File: src/rtl/fib_next.sv
`default_nettype none
// ============================================================================
// Module   : fib_next
// Brief    : Registered prev/expected Fibonacci pair. On advance the pair
//            steps forward by one term; the sum is formed one bit wider so
//            the carry out flags the first term that no longer fits.
// Revision : 1.0  initial release
// ============================================================================
module fib_next #(
  parameter int WIDTH = 16
) (
  input  logic             clk,
  input  logic             rst,       // asynchronous, active-low
  input  logic             clear,     // synchronous restart
  input  logic             advance,   // step to the next term
  output logic [WIDTH-1:0] expected,  // current term
  output logic             overflow   // next term does not fit in WIDTH bits
);

  logic [WIDTH-1:0] prev;
  logic [WIDTH:0]   sum;

  // Next term in WIDTH+1 bits; the top bit is the overflow indication
  always_comb begin
    sum      = {1'b0, prev} + {1'b0, expected};
    overflow = sum[WIDTH];
  end

  // Advance the pair; on overflow the pair holds so expected never wraps
  always_ff @(posedge clk or negedge rst) begin
    if (!rst) begin
      prev     <= '0;
      expected <= WIDTH'(1);
    end else if (clear) begin
      prev     <= '0;
      expected <= WIDTH'(1);
    end else if (advance && !overflow) begin
      prev     <= expected;
      expected <= sum[WIDTH-1:0];
    end
  end

endmodule
`default_nettype wire

File: config.mk
export PLATFORM = sky130hd
export DESIGN_NAME = fib_next
export DESIGN_NICKNAME = d
export VERILOG_FILES = /design/src/rtl/fib_next.sv
export SDC_FILE = /design/constraint.sdc
export NUM_CORES = 1
export LEC_CHECK = 0
export CAP_MARGIN = 10
export CORE_MARGIN = 10
export CORE_UTILIZATION = 25
export DETAILED_ROUTE_END_ITERATION = 7
export GPL_ROUTABILITY_DRIVEN = 0
export REMOVE_ABC_BUFFERS = 1
export SLEW_MARGIN = 20
export SYNTH_ARGS = -nofsm -noshare
export SYNTH_HDL_FRONTEND = slang
export SYNTH_SLANG_ARGS = --single-unit
File: constraint.sdc
create_clock -name clk -period 4.7 [get_ports clk]
set_input_delay 0.94 -clock clk [delete_from_list [all_inputs] [get_ports clk]]
set_output_delay 0.94 -clock clk [all_outputs]
set_load 0.01 [all_outputs]
==> results by group, run 1 <==
STA
  – Part of the cycle the worst path needs: 80.64%
  – Final WS setup: 0.9099 ns
  – Least-Margin Pin Slew: 0.5132 ns
  – Fin. max-slew vios: 0
  – Min cycle time layout: between 3 and 4 ns
  – Fmax: about 260 MHz
  – Final TNS setup: 0 ns
  – Unrepaired setup endpoints after global routing: no
  – Clk_skew: 0.004861 ns
  – Slew HR: 65.66%
  – Final hold violations: 0
  – Final Setup Violations: 0

Cells and area
  – Area of the multi-input gates: 1301 µm²
  – Share of layout cells above drive strength 1: 6.746%
  – Diodes inserted: 0
  – Layout area overhead: 17.25%
  – Nets: approximately 270
  – Register Area: 802.0 µm²
  – Fill count: between 900 and 1,000

Global route
  – Gr ovfl total: 0
  – Vias in the first global route: 1,761
  – Pin count of the biggest net entering global routing: 33
  – First-pass GRT wire length: between 8000 and 9000 µm
  – GRT Overall Usage: between 7 and 8%
  – Antenna violations before repair: 0

Setup path
  – Reg2Reg Setup Slack: 1.90 ns
  – Worst Path Required: 3.76 ns
  – CP Class: reg2out
  – R2R Path Start: expected[0]
  – CP endpoint kind: primary output
  – Max FO, Critical Path: 4
  – Startpoint type of the worst setup path: flip-flop
  – Reg-to-Reg End: expected[13]
  – CP peak stage delay: ~0.56 ns
  – Worst R2R Path Depth: 10
  – Critical Path AT: 2.85 ns
  – Worst-path cell chain: ha_1, inv_1, fa_1, nand2b_1, a21oi_1, o31ai_1, nand3_1, a21o_1, clkdlybuf4s50_1
  – Slowest CP cell: dfstp_2

Route
  – Antenna-violating nets left: 0
  – Post-DR vias/cell: about 4.7
  – Highest routed layer: met4
  – Via count: 1,705
  – Metal2 WL: between 2000 and 2500 µm
  – Final WL: just under 5000 µm
  – DRC: 0
  – Met3 routed wirelength: 192 µm
  – Wirelength per Cell: around 13 µm
  – DR iter-0 viols: 59
  – DRT Pass-1 Iters: 4
  – M1 WL: 2473 µm

Power and ir drop
  – Cell Pwr Density: 236.8 nW/µm²
  – Lkg Pwr: 1.254 nW
  – VDD IR max: 0.00007562 V

Worst hold path
  – Hold WC Path Type: reg2reg
  – Worst Hold Depth: 2
  – Hold Path End: prev[6]
  – Worst hold start: prev[6]

Flow run
  – Max_cap viols: 0

Yosys
  – Cell with the most instances after synthesis: nor2_1
  – Ys flop type: dfrtp_1
  – Top cell type's share of synthesized area: 35.19%
  – Yosys reg bits: 32
  – Syn. warnings: 0
  – Syn_area_per_cell: 9.585 µm²
  – Post-synthesis sequential area ratio: ~36%
  – Synth top area cells: dfrtp_1 (35%), mux2i_1 (11%), ha_1 (9.1%)
  – EDFF count, synth: 0
  – Post-Synthesis Cells: 230
  – Async set-or-reset flop fraction in the synthesized netlist: 100.0%
  – Commonest cells in the netlist: nor2_1 (32), dfrtp_1 (31), mux2i_1 (24), ha_1 (16), a21oi_1 (14)
  – Mapped Area: 2205 µm²
  – Yosys top cell by area: dfrtp_1
  – Yosys cell types: between 40 and 50

Floorplan
  – Die height: 113.9 µm
  – Die W: 113.9 µm
  – Starting Density: 25.53%
  – Core area: 8636 µm²
  – FP Rows: 34
  – Total die area: 12,970 µm²
  – Top Ports: 21

CTS
  – Post-CTS Setup Bufs: 0
  – Reg clk slew, reported paths: 0.07 ns
  – Max clock buf depth: 2
  – Root Driver: clkbuf_8
  – Cts hold-fix bufs: 0
  – CTS Sinks: 32
  – Worst skew pair latency: 0.28 ns
  – H-tree levels: 2
  – TritonCTS clock tree: built
  – CTS Buf Count: 5
  – PostCTS Resize Cnt: 0

Placed design
  – Place WS: 1.221 ns
  – Post-DP HPWL: 3540 µm
  – IO Port Bufs: 20

Outcome
  – Status: complete, no violations
## flip-flops by register name (all words and copies together), names as in the netlist
name and cells:
expected 16, prev 16
## critical path: cells and delay by family (launching register included)
| family | cells | cell delay [ns] |
|---|---|---|
| adders and majority gates | 2 | 0.57 |
| and+or+nand+nor | 2 | 0.29 |
| AOI/OAI and AO/OA | 3 | 0.56 |
| buffers and inverters | 2 | 0.61 |
| DFF | 1 | 0.56 |
## where the power goes
| part | switching, mW | total [mW] | internal (mW) |
|---|---|---|---|
| Clock | 0.0975 | 0.217 | 0.119 |
| Sequential | 0.0100 | 0.297 | 0.287 |
| Combinational | 0.0533 | 0.0984 | 0.0451 |
## per-stage QoR
stage / util (%) / instances / power (mW) / hold WS, ns / instance area, µm²
floorplan: - / 220 / 0.3589 / 0.4906 / 2130
global placement: 28.89 / 352 / 0.4004 / 0.5073 / 2495
detailed placement: 28.89 / 352 / 0.4012 / 0.5189 / 2495
CTS: 29.93 / 360 / 0.6253 / 0.5349 / 2585
global route: 29.93 / 360 / 0.6505 / 0.5512 / 2585
finish: 29.93 / 360 / 0.6122 / 0.5271 / 2585
## layout make-up
type / count / area share, %
Tap cell: 108 / 5.228
Timing Repair Buffer: 24 / 8.906
Multi-Input combinational cell: 181 / 50.34
Clock buffer: 8 / 3.485
Sequential cell: 32 / 31.03
Inverter: 7 / 1.016
## logic make-up after synthesis
family	count (synthesis)	share of synthesized area [%]
compound gates	51	17.25
xor+xnor	8	3.178
fa+ha+maj	17	9.989
buf+inv	17	4.597
flops	32	36.38
mux	24	10.90
simple gates	81	17.71
## worst max path at each step
stage | to | startpoint | depth (start not counted) | slack, ns
2_1_floorplan | expected[15] | expected[13] | 7 | 1.25
3_3_place_gp | overflow | expected[0] | 9 | 1.24
3_5_place_dp | overflow | expected[0] | 9 | 1.22
4_1_cts | overflow | expected[0] | 9 | 0.88
5_1_grt | overflow | expected[0] | 9 | 0.69
6_report | overflow | expected[0] | 9 | 0.91
## layout by cell type (no fill, tap or decap), drive strengths merged, types with 6 or more instances in the layout
cell type / instances
o21ai: 6
xnor2: 6
nand2: 11
ha: 16
nor2: 32
nor3: 9
dfrtp: 31
clkdlybuf4s50: 20
nand3: 10
mux2i: 24
clkbuf: 8
inv: 7
a21oi: 14
## routing by layer
| layer | global-route usage [%] | up-vias |
|---|---|---|
| li1 | - | 872 |
| met1 | 10.57 | 809 |
| met2 | 11.87 | 20 |
| met3 | 2.520 | 4 |
| met4 | 1.921 | 0 |
| met5 | 0 | - |
Note: power is estimated with default switching activity, not from simulation.
==> run 2, diff against run 1 <==
clock period = 3.81 ns   (was 4.7 ns; I/O delays follow)
==> run 2 against run 1 <==
  * First-iteration DRC count is 42% higher
  * Sequential share of layout area up 0.060 points
  * Wire length up 2.0%
  * Worst hold slack improved by 0.0021 ns
  * Register-to-register slack lost 0.84 ns
  * Via count grew 1.8%
  * Sequential power is 23% higher
  * Critical path depth is the same
  * Clock power increased by 18%
  * Core utilization shrank 0.058 points
  * Flip-flop and latch count stayed put
  * Combinational power is 23% higher
  * Critical path type unchanged
  * Critical endpoint unchanged
  * Largest power group unchanged
==> results by group, run 2 (same netlist as run 1, synthesis figures left out) <==
Global route
  – Antenna violations before repair: 0 (unchanged)
  – First-pass GRT wire length: 8914 µm (+3.4%)
  – GRT Overall Usage: 8.136% (+0.28 points)
  – Vias in the first global route: 1,801 (+2.3%)
  – Gr ovfl total: 0 (unchanged)
  – Pin count of the biggest net entering global routing: 33 (unchanged)

Route
  – Post-DR vias/cell: 4.822 (+1.8%)
  – DRT Pass-1 Iters: 4 (unchanged)
  – Wirelength per Cell: 13.69 µm (+2.0%)
  – Via count: 1,736 (+1.8%)
  – DR iter-0 viols: 84 (+42%)
  – Antenna-violating nets left: 0 (unchanged)
  – DRC: 0 (unchanged)
  – Final WL: 4930 µm (+2.0%)

STA
  – Unrepaired setup endpoints after global routing: no
  – Final hold violations: 0 (unchanged)
  – Clk_skew: 0.006078 ns (+0.001217 ns)
  – Part of the cycle the worst path needs: 93.31%
  – Fmax: 281.3 MHz
  – Fin. max-slew vios: 0 (unchanged)
  – Final WS setup: 0.2548 ns (-0.6551 ns)
  – Final Setup Violations: 0 (unchanged)
  – Final TNS setup: 0 ns (unchanged)
  – Slew HR: 67.00% (+1.3 points)
  – Least-Margin Pin Slew: 0.4932 ns (-0.02002 ns)
  – Min cycle time layout: about 3.6 ns

CTS
  – CTS Buf Count: 5 (unchanged)
  – Worst skew pair latency: 0.28 ns (about the same)
  – Cts hold-fix bufs: 0 (unchanged)
  – Root Driver: clkbuf_8
  – H-tree levels: 2 (unchanged)
  – Reg clk slew, reported paths: 0.07 ns (about the same)
  – Max clock buf depth: 2 (unchanged)
  – CTS Sinks: 32 (unchanged)
  – TritonCTS clock tree: built

Flow run
  – Max_cap viols: 0 (unchanged)

Setup path
  – CP Class: reg2out
  – Worst Path Required: 3.05 ns (-0.71 ns)
  – Buf+Inv Stages, Crit Path: 2 (unchanged)
  – Worst-path cell chain: ha_1, inv_1, fa_1, nand2b_1, a21oi_2, o31ai_1, nand3_1, a21o_1, clkdlybuf4s50_1
  – CP peak stage delay: 0.56 ns (about the same)
  – Slowest CP cell: dfstp_2
  – Critical Path AT: 2.79 ns (-0.06 ns)
  – CP top delay family: buffers and inverters
  – CP endpoint kind: primary output
  – Max FO, Critical Path: 4 (unchanged)
  – Startpoint type of the worst setup path: flip-flop

Floorplan
  – Die height: 113.9 µm (unchanged)
  – FP Rows: 34 (unchanged)
  – Top Ports: 21 (unchanged)
  – Core area: 8636 µm² (unchanged)
  – Starting Density: 25.53% (unchanged)
  – Total die area: 12,970 µm² (unchanged)
  – Die W: 113.9 µm (unchanged)

Power and ir drop
  – Lkg Pwr: 1.250 nW (-0.26%)
  – Cell Pwr Density: 287.2 nW/µm² (+21%)
  – VDD IR max: 0.0001024 V (+35%)

Placed design
  – Post-DP HPWL: 3671 µm (+3.7%)
  – Place WS: 0.4870 ns (-0.7338 ns)
  – IO Port Bufs: 20 (unchanged)
  – Post-DP Area: 2495 µm² (unchanged)

Cells and area
  – Area of the multi-input gates: 1305 µm² (+0.29%)
  – Register Area: 802.0 µm² (unchanged)
  – Layout area overhead: 17.03%
  – Regs by FF count: expected (16), prev (16)
  – Fill count: 902 (-1.2%)
  – Most frequent cells in the layout: nor2_1 (32), dfrtp_1 (31), mux2i_1 (24), clkdlybuf4s50_1 (20), ha_1 (16)
  – Diodes inserted: 0 (unchanged)
  – Share of layout cells above drive strength 1: 7.143% (+0.40 points)
  – Post-route cell area: 2580 µm² (-0.19%)
  – Nets: 272 (unchanged)
  – Commonest non-fill, non-tap cell in the layout: nor2_1

Outcome
  – Status: complete, no violations

Worst hold path
  – Hold WC Path Type: reg2reg
[run 2: changes by cell type in the layout (fill, tap and decap cells not counted), sizes merged]
cell | before | now
clkbuf | 8 | 7
clkinv | 0 | 1
[run 2: report_power, final]
part / leakage (nW) / internal, mW / total [mW] / switching (mW)
clock network: 0.0422 / 0.128 / 0.255 / 0.127
registers: 0.439 / 0.354 / 0.366 / 0.0120
logic: 0.769 / 0.0553 / 0.121 / 0.0652
total: 1.25 / 0.537 / 0.741 / 0.204
[run 2: path summary, 6_finish.rpt]
path | from | to | slack [ns] | depth (start not counted)
max in group asynchronous | rst | expected[0] | 2.59 | 2
worst max-delay path | expected[0] | overflow | 0.25 | 9
worst min register to register | prev[13] | prev[13] | 0.53 | 2
min in group asynchronous | rst | expected[12] | 0.89 | 2
worst min-delay path | prev[13] | prev[13] | 0.53 | 2
worst max register to register | expected[13] | expected[13] | 1.06 | 8
[run 2: per-layer routing]
layer,GRT usage (%),share of wire [%]
met2,12.79,46
met1,10.60,49
met4,1.754,0.95
met5,0,0
met3,2.677,4.3
[run 2: cell type report]
| type | count | share of cell area, % |
|---|---|---|
| tap | 108 | 5.238 |
| sequential | 32 | 31.09 |
| multi-input combinational | 181 | 50.58 |
| timing repair buffer | 24 | 8.923 |
| clock buffer | 7 | 2.958 |
| inverter | 7 | 1.018 |
| clock inverter | 1 | 0.1940 |
[run 2: stage by stage]
step           util [%]  hold WS (ns)  cells  total power [mW]
2_1_floorplan         -        0.4664    220            0.4427
3_3_place_gp      28.89        0.5082    352            0.4938
3_5_place_dp      28.89        0.5193    352            0.4954
4_1_cts           29.83        0.5370    360            0.7531
5_1_grt           29.88        0.5852    360            0.7825
6_report          29.88        0.5293    360            0.7410
[run 2: worst register-to-register path: cells and delay by family, from the launching register on]
kind | cells | cell delay, ns
flip-flops | 1 | 0.40
adder cells (fa/ha/maj) | 1 | 0.39
AND/OR/NAND/NOR | 3 | 0.76
buffers and inverters | 1 | 0.36
AO/OA/AOI/OAI | 3 | 0.71
[run 2: what timing repair did]
action	4_1_cts	5_1_grt
gates resized for setup	0	1
endpoints found under the setup margin	0	1
setup buffers	0	0
==> run 3, diff against run 2 <==
CTS_CLUSTER_DIAMETER = 60   (was default)
==> results of run 3 <==
Final layout, timing and power as in run 2 (identical DEF).
